--- src/rtl/ws2812_frame_sched_if.sv ---
// ---------------------------------------------------------------------------
// ws2812_frame_sched_if
//
// Host-side and encoder-side signal bundle of the WS2812 frame scheduler.
// The host writes pixel words and requests frames; the scheduler reports
// progress and hands one pixel word at a time to the RZ encoder.
//
// Signals:
//   wr_en      host -> sched   pixel buffer write enable
//   wr_addr    host -> sched   pixel index to write (ADDR_W bits)
//   wr_data    host -> sched   24-bit pixel word (GRB order, MSB sent first)
//   start      host -> sched   one-cycle frame start request
//   busy       sched -> host   frame in progress
//   frame_done sched -> host   one-cycle pulse at the end of the latch gap
//   RGB        sched -> enc    pixel word for the encoder
//   done_sig   sched -> enc    one-cycle load strobe, RGB valid in that cycle
//
// Modports:
//   master  host/driver view (drives writes and start)
//   slave   scheduler view
// ---------------------------------------------------------------------------
interface ws2812_frame_sched_if #(
    parameter int ADDR_W = 3
);
    logic              wr_en;
    logic [ADDR_W-1:0] wr_addr;
    logic [23:0]       wr_data;
    logic              start;
    logic              busy;
    logic              frame_done;
    logic [23:0]       RGB;
    logic              done_sig;

    modport master (
        output wr_en,
        output wr_addr,
        output wr_data,
        output start,
        input  busy,
        input  frame_done,
        input  RGB,
        input  done_sig
    );

    modport slave (
        input  wr_en,
        input  wr_addr,
        input  wr_data,
        input  start,
        output busy,
        output frame_done,
        output RGB,
        output done_sig
    );
endinterface

--- src/rtl/ws2812_frame_sched.sv ---
// ---------------------------------------------------------------------------
// ws2812_frame_sched
//
// Upstream stage of the WS2812 RZ encoder. Holds a LED_NUM-deep buffer of
// 24-bit pixel words written by the host. On a start pulse it streams the
// pixels to the encoder one word per 24-bit slot: each word is presented on
// RGB together with a one-cycle done_sig strobe, and successive strobes are
// exactly PIX_CYCLES = 24*BIT_CYCLES clocks apart. After the last pixel's
// slot it holds the line idle for the WS2812 latch gap, then pulses
// frame_done.
//
// Ports:
//   clk   system clock, rising edge
//   rst   asynchronous, active-high reset
//   bus   ws2812_frame_sched_if.slave bundle (buffer writes, start, busy,
//         frame_done, RGB, done_sig)
//
// Parameters:
//   LED_NUM       number of LEDs in the chain (1..2**ADDR_W)
//   ADDR_W        width of wr_addr
//   BIT_CYCLES    clocks per encoded bit (must equal the encoder bit period)
//   RESET_CYCLES  clocks of latch gap after the last pixel
//
// All outputs are registered.
// ---------------------------------------------------------------------------
module ws2812_frame_sched #(
    parameter int LED_NUM      = 8,
    parameter int ADDR_W       = 3,
    parameter int BIT_CYCLES   = 63,
    parameter int RESET_CYCLES = 3000
) (
    input  logic                    clk,
    input  logic                    rst,
    ws2812_frame_sched_if.slave     bus
);

    localparam int PIX_CYCLES = 24 * BIT_CYCLES;
    localparam int CNT_MAX    = (PIX_CYCLES > RESET_CYCLES) ? PIX_CYCLES : RESET_CYCLES;
    localparam int CNT_W      = $clog2(CNT_MAX + 1);

    // WAIT spans PIX_CYCLES-1 cycles (counter 0..PIX_CYCLES-2); together
    // with the single LOAD cycle that gives exactly PIX_CYCLES per pixel.
    localparam logic [CNT_W-1:0]  PIX_TERM = CNT_W'(PIX_CYCLES - 2);
    // LATCH counts 0..RESET_CYCLES; frame_done is registered on the last
    // count so it lands PIX_CYCLES+RESET_CYCLES after the last strobe.
    localparam logic [CNT_W-1:0]  RST_TERM = CNT_W'(RESET_CYCLES);
    localparam logic [ADDR_W-1:0] IDX_LAST = ADDR_W'(LED_NUM - 1);
    localparam logic [31:0]       LED_NUM_U = 32'(LED_NUM);

    typedef enum logic [1:0] {
        ST_IDLE,
        ST_LOAD,
        ST_WAIT,
        ST_LATCH
    } state_t;

    state_t            state;
    logic [ADDR_W-1:0] idx;
    logic [CNT_W-1:0]  counter;
    logic [23:0]       rgb_q;
    logic              done_q;
    logic              busy_q;
    logic              frame_done_q;

    logic [23:0]       pix_buf [LED_NUM];
    logic              wr_hit;

    // Out-of-range addresses are dropped; zero-extend so the compare is
    // well defined even when LED_NUM fills the whole address space.
    assign wr_hit = bus.wr_en && ({{(32 - ADDR_W){1'b0}}, bus.wr_addr} < LED_NUM_U);

    // Pixel buffer. Writes are accepted in every state; a LOAD on the same
    // edge reads the old word because both sides are plain flops.
    always_ff @(posedge clk or posedge rst) begin
        if (rst) begin
            for (int i = 0; i < LED_NUM; i++) begin
                pix_buf[i] <= '0;
            end
        end else if (wr_hit) begin
            pix_buf[bus.wr_addr] <= bus.wr_data;
        end
    end

    // Frame sequencer. done_sig and frame_done are single-cycle pulses, so
    // they default low every cycle and are raised only on their edges.
    // A start arriving on the final latch edge is taken directly, which lets
    // back-to-back frames run without an extra idle cycle.
    always_ff @(posedge clk or posedge rst) begin
        if (rst) begin
            state        <= ST_IDLE;
            idx          <= '0;
            counter      <= '0;
            rgb_q        <= '0;
            done_q       <= 1'b0;
            busy_q       <= 1'b0;
            frame_done_q <= 1'b0;
        end else begin
            done_q       <= 1'b0;
            frame_done_q <= 1'b0;
            case (state)
                ST_IDLE: begin
                    busy_q <= 1'b0;
                    if (bus.start) begin
                        state <= ST_LOAD;
                        idx   <= '0;
                    end
                end

                ST_LOAD: begin
                    rgb_q   <= pix_buf[idx];
                    done_q  <= 1'b1;
                    busy_q  <= 1'b1;
                    counter <= '0;
                    state   <= ST_WAIT;
                end

                ST_WAIT: begin
                    if (counter == PIX_TERM) begin
                        counter <= '0;
                        if (idx == IDX_LAST) begin
                            state <= ST_LATCH;
                        end else begin
                            idx   <= idx + ADDR_W'(1);
                            state <= ST_LOAD;
                        end
                    end else begin
                        counter <= counter + CNT_W'(1);
                    end
                end

                ST_LATCH: begin
                    if (counter == RST_TERM) begin
                        counter      <= '0;
                        frame_done_q <= 1'b1;
                        busy_q       <= 1'b0;
                        if (bus.start) begin
                            state <= ST_LOAD;
                            idx   <= '0;
                        end else begin
                            state <= ST_IDLE;
                        end
                    end else begin
                        counter <= counter + CNT_W'(1);
                    end
                end

                default: begin
                    state <= ST_IDLE;
                end
            endcase
        end
    end

    assign bus.RGB        = rgb_q;
    assign bus.done_sig   = done_q;
    assign bus.busy       = busy_q;
    assign bus.frame_done = frame_done_q;

endmodule

--- src/flat_wrapper.sv ---
// flat-port wrapper written by rule: the top's interface ports become plain ports
module ws2812_frame_sched_flat 
#(
    parameter int LED_NUM      = 8,
    parameter int ADDR_W       = 3,
    parameter int BIT_CYCLES   = 63,
    parameter int RESET_CYCLES = 3000
)
  (clk, rst, bus_wr_en, bus_wr_addr, bus_wr_data, bus_start, bus_busy, bus_frame_done, bus_RGB, bus_done_sig);
  ws2812_frame_sched_if #(.ADDR_W(ADDR_W)) bus_i ();
  input  logic clk;
  input  logic rst;
  input wire logic [$bits(bus_i.wr_en)-1:0] bus_wr_en;
  input wire logic [$bits(bus_i.wr_addr)-1:0] bus_wr_addr;
  input wire logic [$bits(bus_i.wr_data)-1:0] bus_wr_data;
  input wire logic [$bits(bus_i.start)-1:0] bus_start;
  output wire logic [$bits(bus_i.busy)-1:0] bus_busy;
  output wire logic [$bits(bus_i.frame_done)-1:0] bus_frame_done;
  output wire logic [$bits(bus_i.RGB)-1:0] bus_RGB;
  output wire logic [$bits(bus_i.done_sig)-1:0] bus_done_sig;
  assign bus_i.wr_en = bus_wr_en;
  assign bus_i.wr_addr = bus_wr_addr;
  assign bus_i.wr_data = bus_wr_data;
  assign bus_i.start = bus_start;
  assign bus_busy = bus_i.busy;
  assign bus_frame_done = bus_i.frame_done;
  assign bus_RGB = bus_i.RGB;
  assign bus_done_sig = bus_i.done_sig;
  ws2812_frame_sched #(.LED_NUM(LED_NUM), .ADDR_W(ADDR_W), .BIT_CYCLES(BIT_CYCLES), .RESET_CYCLES(RESET_CYCLES)) u_core (.clk(clk), .rst(rst), .bus(bus_i));
endmodule
--- config.mk ---
export PLATFORM = sky130hd
export DESIGN_NAME = ws2812_frame_sched_flat
export DESIGN_NICKNAME = d
export VERILOG_FILES = /design/src/rtl/ws2812_frame_sched_if.sv /design/src/rtl/ws2812_frame_sched.sv /design/src/flat_wrapper.sv
export SDC_FILE = /design/constraint.sdc
export NUM_CORES = 1
export LEC_CHECK = 0
export ABC_AREA = 0
export CORE_ASPECT_RATIO = 1.4
export CORE_MARGIN = 4
export CORE_UTILIZATION = 54
export DETAILED_ROUTE_END_ITERATION = 12
export HOLD_SLACK_MARGIN = 0.15
export PLACE_DENSITY = 0.76
export SLEW_MARGIN = 20
export SYNTH_ARGS = -nofsm -noshare
export SYNTH_HDL_FRONTEND = slang
export SYNTH_SLANG_ARGS = --single-unit
export TNS_END_PERCENT = 10
--- constraint.sdc ---
create_clock -name clk -period 7.6 [get_ports clk]
set_clock_uncertainty 0.15 [all_clocks]
set_input_delay 1.52 -clock clk [delete_from_list [all_inputs] [get_ports clk]]
set_output_delay 1.52 -clock clk [all_outputs]
set_load 0.1 [all_outputs]
# [Word-level counts from Yosys, hierarchy flattened]
# Cells that the tools add are included.
[totals] mem_count=0 mem_bits_ro=0 in_bits=31 reg_bits=236 out_inout_bits=27 ram_bits=0 latch_bits=0
[classes] shift=0 muxes=25 mul=0 n_lt_le_gt_ge=3 reduce_logical=8 eq_ne=10 bitwise=2 n_div=0 n_addsub=2
[ops] op="$bwmux W192" n=1
[ops] op="$bmux W24 S3" n=1
[ops] op="$demux W24 S3" n=1
[ops] op="$mux W24" n=3
[ops] op="$pmux W12 S3" n=1
[ops] op="$mux W12" n=2
[ops] op="$add A12 B1 Y12 const B" n=1
[ops] op="$eq A12 B11 Y1 const B" n=1
[ops] op="$eq A12 B12 Y1 const B" n=1
[ops] op="$mux W3" n=4
[ops] op="$pmux W3 S3" n=1
[ops] op="$reduce_bool A3 Y1" n=3
[ops] op="$ge A4 B4 Y1 const B" n=2
[ops] op="$mux W2" n=4
[ops] op="$not A3 Y4" n=2
[ops] op="$pmux W2 S4" n=1
[ops] op="$mux W1" n=5
[ops] op="$eq A2 B2 Y1 const B" n=2
[ops] op="$lt A4 B1 Y1 const B" n=1
[ops] op="$ne A2 B1 Y1 const B" n=2
[ops] op="$ne A2 B2 Y1 const B" n=2
[ops] op="$reduce_and A4 Y1" n=1
[ops] op="$add A3 B1 Y3 const B" n=1
[ops] op="$eq A3 B3 Y1 const B" n=1
[ops] op="other kinds (6)" n=6

# [Logic depth before layout (Yosys ltp)]
# Gate-level depths: netlist of the first run.
[logic_depth] ltp_word=6 ltp_mapped=7 ltp_nobuf=6

# [Worst setup path before layout of the first run]
# OpenSTA, ideal clock, no wires.
[synth_timing] path_kind="input to register" from="in bus_wr_addr[1]" to="reg u_core.pix_buf[144] (netlist name)" setup_time_ns=0.125 setup_slack_ns=4.701 t_arrival_ns=2.624 path_stages=5 required_ns=7.325 cell_sequence="buf_6 > nand2b_4 > nor3b_4 > buf_6 > mux2_2"
[synth_via] elab_chain_len=6
[synth_lines] item="start: declaration" line="flat_wrapper.sv:14" text="input wire logic [$bits(bus_i.wr_addr)-1:0] bus_wr_addr;"
[synth_lines] item="$not A3 Y4 (not written as such) *" line="ws2812_frame_sched.sv:80" text="pix_buf[bus.wr_addr] <= bus.wr_data;"
[synth_lines] item="$ge A4 B4 Y1 (not written as such) / $lt A4 B1 Y1 (equally long branches)" line="ws2812_frame_sched.sv:80"
[synth_lines] item="$logic_and A1 B1 Y1 (not written as such)" line="ws2812_frame_sched.sv:80"
[synth_lines] item="$mux W24 (not written as such)" line="ws2812_frame_sched.sv:80"
[synth_lines] item="$demux W24 S3 *" line="ws2812_frame_sched.sv:80"
[synth_lines] item="$bwmux W192 *" line="ws2812_frame_sched.sv:80"
[synth_lines] item="end signal: indexed assignment" line="ws2812_frame_sched.sv:80"
[synth_lines] item="end: declaration" line="ws2812_frame_sched.sv:65" text="logic [23:0] pix_buf [LED_NUM];"
# Every way passes the cells marked *; elsewhere a longest branch is shown, timed or not.
# A chain may end at the register's enable or synchronous reset.

# [Worst setup path in the final report of the first run]
[layout_timing] from="reg u_core.rgb_q[17] (netlist: u_core.bus.RGB[17])" to="out bus_RGB[17]"
[layout_lines] item="start: declaration" line="ws2812_frame_sched.sv:60" text="logic [23:0] rgb_q;"
[layout_lines] item="start signal: assignment" line="ws2812_frame_sched.sv:110" text="rgb_q <= pix_buf[idx];"
[layout_lines] item="end: declaration" line="flat_wrapper.sv:19" text="output wire logic [$bits(bus_i.RGB)-1:0] bus_RGB;"
# No word-level cell between the ends.

==> flow_summary.yaml, run 1 <==
layout:
  layout.nets: 792
  area_growth_pct: 14.25
  layout-drive-gt1-share_pct: 39.41
  fin_cells: 1022
  antenna_cells: 0
route:
  drtIter0Drc: 330
  avgRoutedWirePerCell_um: 20.80
  drtPass1Iterations: 4
  vias_per_cell: 5.938
  routed_wirelength_um: 21260
  drc: 0
  ant_nets: 0
  num_vias: 6069
logic_synthesis:
  synthTopCellsByArea: "dfrtp_1, mux2_2, mux4_2"
  yosysWarnings: 0
  synth_edf_count: 0
  syn_area_um2: 10690
  synth_area_leader_cell: "dfrtp_1"
  synth_top_area_share_pct: 55.25
  async_reset_ff_share_pct: 100.0
  yosysSeqAreaShare_pct: 55.25
  synth_nets: 743
  synthCells: 707
  synth.distinct_cells: 52
  synth_flop_cell: "dfrtp_1"
  syn_area_per_cell_um2: 15.12
  ys_ff_latch: 236
worst_setup_path:
  crit_family: "buffers and inverters"
  path_cells: "clkdlybuf4s50_1"
  critical_path_cell_count: 1
  max_stage_delay_ns: 1.15
  startpoint: "u_core.bus.RGB[17]"
  worst_r2r_path_depth: 4
  start_kind: "register"
  endpoint_kind: "output port"
  worst_path_max_delay_cell: "clkdlybuf4s50_1"
  path_max_fanout: 2
  reg2reg_from: "u_core.state[1]"
  cp.buffers_inverters: 1
  arrival_ns: 2.02
  worstPathRequired_ns: 5.93
  critical_path_class: "register to output port"
sta:
  fin_crit_sh_pct: 48.49
  rsz0062_at_grt: "false"
  finalSetupViolations: 0
  slew_headroom_pct: 27.77
  worst_slew_pin_slew_ns: 1.080
  setup_ws_ns: 3.915
  slew_viol_final: 0
  min_period_ns: 3.685
  clock.fmax_mhz: 271.3
  tns_ns: 0
  hold_violations: 0
power_and_ir_drop:
  vdd.ir_drop.worst_mv: 0.1756
  powerDensity_nw_per_um2: 263.3
  p_leak_nw: 5.119
place:
  post-place-ws_ns: 3.463
  io_buffers: 57
  dp_hpwl_um: 13020
  gp_congestion: 0.7987
  dp.cells: 977
clock_network:
  cts_inserted_buffers: 24
  cts_tree: "built"
  cts_resized: 0
  post_cts_buffers: 0
  cts_hold_buf: 0
  clk_pin_slew_worst_paths_ns: 0.06
  cts_num_sinks: 236
  htreeDepth: 1
  clockBufferDepth: 3
  clock_latency_ns: 0.50
  cts-root-buf: "clkbuf_16"
grt:
  grt_antenna_before_repair: 0
  grt_util_all_layers_pct: 19.64
  grt_max_degree: 223
  first_global_vias: 6608
  gr-total-overflow: 0
  grt_pass1_wl_um: 35290
run_status:
  status: "finished clean"
die:
  num_io_pins: 58
  rows: 60
  design.die.area_um2: 22140
  die_y_um: 174.5
  fp.dieW_um: 126.9
  fp.coreArea_um2: 19370
  start_util_pct: 55.19
worst_hold_path:
  min_delay_path_depth: 2
  worstHoldStart: "u_core.bus.RGB[1]"
  hold_class: "register to register"
flow_run:
  drv_cap: 0
cell usage in the layout (no fill, tap or decap), types with 3 or more instances in the layout:
cell / n
mux4_2: 48
a21oi_1: 5
nor2_1: 9
ha_1: 5
o21ai_0: 31
o22ai_1: 5
nand2_1: 39
clkbuf_1: 7
nor2b_1: 3
and2_1: 4
clkbuf_8: 4
buf_4: 8
nand3_1: 6
clkdlybuf4s50_1: 57
a22oi_1: 3
inv_1: 8
clkinv_2: 5
mux2i_1: 26
clkbuf_16: 25
mux2_2: 192
dfrtp_1: 234
cell type report:
| type | count | area (µm²) |
|---|---|---|
| multi-input cells | 417 | 4471 |
| clock inverters | 8 | 96.34 |
| clock buffers | 36 | 706.9 |
| inverters | 10 | 41.29 |
| repair buffers | 67 | 678.2 |
| fillers | 1392 | 7157 |
| flip-flops and latches | 236 | 5908 |
| well taps | 248 | 310.3 |
final timing paths:
kind	slack [ns]	endpoint
worst max-delay path	3.91	bus_RGB[17]
worst min-delay path	0.33	u_core.bus.RGB[1]
worst max register to register	5.11	u_core.idx[0]
worst min register to register	0.33	u_core.bus.RGB[1]
max in group asynchronous	4.64	u_core.pix_buf[28]
min in group asynchronous	1.20	u_core.bus.done_sig
sequential cells by signal, indices dropped and copies added, names as in the netlist:
name / flops
u_core.bus.done_sig: 1
u_core.pix_buf: 192
u_core.idx: 3
u_core.bus.frame_done: 1
u_core.bus.busy: 1
u_core.state: 2
u_core.counter: 12
u_core.bus.RGB: 24
synth_stat cells (6+ instances only):
| cell type | count |
|---|---|
| o21ai_0 | 31 |
| buf_4 | 21 |
| mux2_2 | 192 |
| buf_2 | 14 |
| mux2i_1 | 26 |
| nand2_1 | 39 |
| nor2_1 | 9 |
| inv_1 | 9 |
| mux4_2 | 48 |
| nand3_1 | 6 |
| dfrtp_1 | 236 |
cell families (layout without fill, tap and decap cells):
| logic type | Yosys count | in the layout | synth area share [%] |
|---|---|---|---|
| compound gates | 55 | 55 | 3.254 |
| xor+xnor | 2 | 2 | 0.1639 |
| fa+ha+maj | 5 | 5 | 0.5853 |
| buf+inv | 54 | 121 | 3.008 |
| flops | 236 | 236 | 55.25 |
| mux | 267 | 267 | 32.88 |
| simple gates | 88 | 88 | 4.858 |
where the power goes:
| part | internal [W] | switching [W] | leakage (nW) |
|---|---|---|---|
| clock network | 0.000712 | 0.000471 | 0.399 |
| registers | 0.00148 | 0.000115 | 2.88 |
| logic | 0.000275 | 0.000158 | 1.84 |
metal layers:
layer | GRT usage (%) | vias up | part of all wire [%]
met5 | 0 | - | 0
met1 | 26.53 | 3226 | 43
met3 | 2.306 | 29 | 3.2
met2 | 34.36 | 105 | 53
met4 | 4.249 | 0 | 1.7
li1 | - | 2709 | -
worst reg2reg max path, delay by kind of cell (launching register included):
| family | cells | cell delay [ns] |
|---|---|---|
| and+or+nand+nor | 2 | 1.08 |
| muxes | 1 | 0.34 |
| AOI/OAI and AO/OA | 1 | 0.31 |
| DFF | 1 | 0.49 |
stage by stage:
step / hold WS, ns / power [W] / cell area [µm²] / utilization (%)
after floorplan: 0.3238 / 0.001926 / 10690 / -
after global placement: 0.3115 / 0.002004 / 11380 / 58.76
after detailed placement: 0.3199 / 0.002059 / 11380 / 58.76
after CTS: 0.3340 / 0.003248 / 12180 / 62.91
after global routing: 0.3455 / 0.003363 / 12210 / 63.05
final: 0.3259 / 0.003216 / 12210 / 63.05
(Power assumes the default switching activity.)
==> run 2: changes to the inputs <==
==> constraint.sdc (replaced) <==
create_clock -name clk -period 3.1 [get_ports clk]
set_clock_uncertainty 0.15 [all_clocks]
set_input_delay 0.62 -clock clk [delete_from_list [all_inputs] [get_ports clk]]
set_output_delay 0.62 -clock clk [all_outputs]
set_load 0.1 [all_outputs]
==> run 2 against run 1 <==
- combinational power up 150%
- critical path type is now primary input to register
- critical endpoint is now u_core.pix_buf[172]
- power up 140%
- critical path depth up 3
- non-clock buffer count up 15
- wire length up 2.2%
- cell area down 0.22%
- global-route usage up 0.56 points
- utilization down 0.14 points
- register-to-register slack worse by 4.1 ns
- sequential power up 150%
- die area unchanged
==> flow_summary.yaml, run 2 (synthesized netlist as in run 1, its figures left out) <==
grt:
  gr-total-overflow: 0
  grt_util_all_layers_pct: 20.20
  grt_max_degree: 102
  grt_antenna_before_repair: 0
  grt_pass1_wl_um: 36060
  first_global_vias: 6856
worst_setup_path:
  arrival_ns: 2.35
  critical_path_class: "primary input to register"
  path_cells: "clkdlybuf4s50_1, nor3_4, buf_4, mux2_2"
  worst_path_max_delay_cell: "clkdlybuf4s50_1"
  cp.buffers_inverters: 2
  worst_r2r_path_depth: 6
  start_kind: "primary input"
  critical_path_cell_count: 4
  crit_family: "buffers and inverters"
  path_max_fanout: 24
  max_stage_delay_ns: 0.64
  worstPathRequired_ns: 3.33
  endpoint_kind: "register"
route:
  drtPass1Iterations: 4
  routed_wirelength_um: 21730
  vias_per_cell: 5.955
  drc: 0
  num_vias: 6152
  ant_nets: 0
  avgRoutedWirePerCell_um: 21.04
  drtIter0Drc: 371
clock_network:
  clockBufferDepth: 3
  cts_num_sinks: 236
  clock_latency_ns: 0.50
  cts_hold_buf: 0
  cts_inserted_buffers: 23
  post_cts_buffers: 0
  cts_resized: 0
  htreeDepth: 1
  clk_pin_slew_worst_paths_ns: 0.06
  cts_tree: "built"
  cts-root-buf: "clkbuf_16"
layout:
  largest_reg_flops: 192
  area_growth_pct: 14.00
  final_area_um2: 12190
  regArea_um2: 5908
  layout.nets: 806
  n_fill_cell: 1412
  final_common_cell: "dfrtp_1"
  layout-drive-gt1-share_pct: 43.82
  fin_cells: 1033
  regMostFlops: "u_core.pix_buf"
  antenna_cells: 0
  layout_common_cells: "dfrtp_1, mux2_2, mux4_2, buf_4, nand2_1"
  multi_input_area_um2: 4471
power_and_ir_drop:
  powerDensity_nw_per_um2: 622.1
  vdd.ir_drop.worst_mv: 0.4521
  power_w: 0.007580
  p_leak_nw: 5.188
sta:
  slew_viol_final: 0
  worst_slew_pin_slew_ns: 0.9157
  min_period_ns: 2.125
  slew_headroom_pct: 38.87
  clock.fmax_mhz: 470.6
  hold_violations: 0
  fin_crit_sh_pct: 68.54
  finalSetupViolations: 0
  rsz0062_at_grt: "false"
place:
  gp_congestion: 0.7915
  placed_area_um2: 11500
  dp.cells: 993
  dp_hpwl_um: 13970
  io_buffers: 57
die:
  rows: 60
  design.die.area_um2: 22140
  fp.coreArea_um2: 19370
  die_y_um: 174.5
  num_io_pins: 58
  start_util_pct: 55.19
  fp.dieW_um: 126.9
run_status:
  status: "finished clean"
flow_run:
  drv_cap: 0
worst_hold_path:
  hold_class: "primary input to asynchronous set/reset pin"
## run 2: worst reg2reg max path, cell delays in order, from the launching register on
cell	delay, ns
dfrtp_1	0.42
inv_1	0.09
ha_1	0.19
and4bb_1	0.22
a31oi_2	0.49
nor2_1	0.22
o211ai_1	0.21
## run 2: through the flow
stage          TNS [ns]  setup slack [ns]  hold slack [ns]  utilization [%]
6_report              0            0.9752           0.3135            62.91
5_1_grt               0            0.8064           0.3275            62.91
4_1_cts               0            0.9972           0.3048            62.91
3_5_place_dp          0            0.4869           0.3264            59.35
3_3_place_gp          0            0.5356           0.3159            59.35
2_1_floorplan   -179.80           -0.7619           0.3238                -
## run 2: layout make-up
cell class / count / share of cell area [%]
clock buffer: 32 / 5.247
clock inverter: 8 / 0.4107
inverter: 10 / 0.3388
multi-input combinational: 417 / 36.69
sequential: 236 / 48.49
tap: 248 / 2.546
timing repair buffer: 82 / 6.284
## run 2: final timing paths
path | from | end | slack, ns
max | bus_wr_addr[2] | u_core.pix_buf[172] | 0.98
min | rst | u_core.bus.RGB[21] | 0.31
max reg2reg | u_core.counter[0] | u_core.counter[6] | 1.04
min reg2reg | u_core.bus.RGB[6] | u_core.bus.RGB[6] | 0.33
max in group asynchronous | rst | u_core.pix_buf[10] | 1.66
min in group clk | u_core.bus.RGB[6] | u_core.bus.RGB[6] | 0.33
## run 2: routing by layer
metal | up-vias | wire length, µm | share of wire [%] | global-route usage (%)
met5 | - | 0 | 0 | 0
met4 | 0 | 518 | 2.4 | 5.546
met3 | 44 | 746 | 3.4 | 2.306
met2 | 118 | 11790 | 54 | 36.88
met1 | 3258 | 8681 | 40 | 25.33
li1 | 2732 | - | - | -
## run 2: power by group
part | switching (W) | internal (W) | total, W | leakage [nW]
registers | 0.000290 | 0.00364 | 0.00393 | 2.88
clock network | 0.00114 | 0.00144 | 0.00258 | 0.328
logic | 0.000396 | 0.000681 | 0.00108 | 1.98
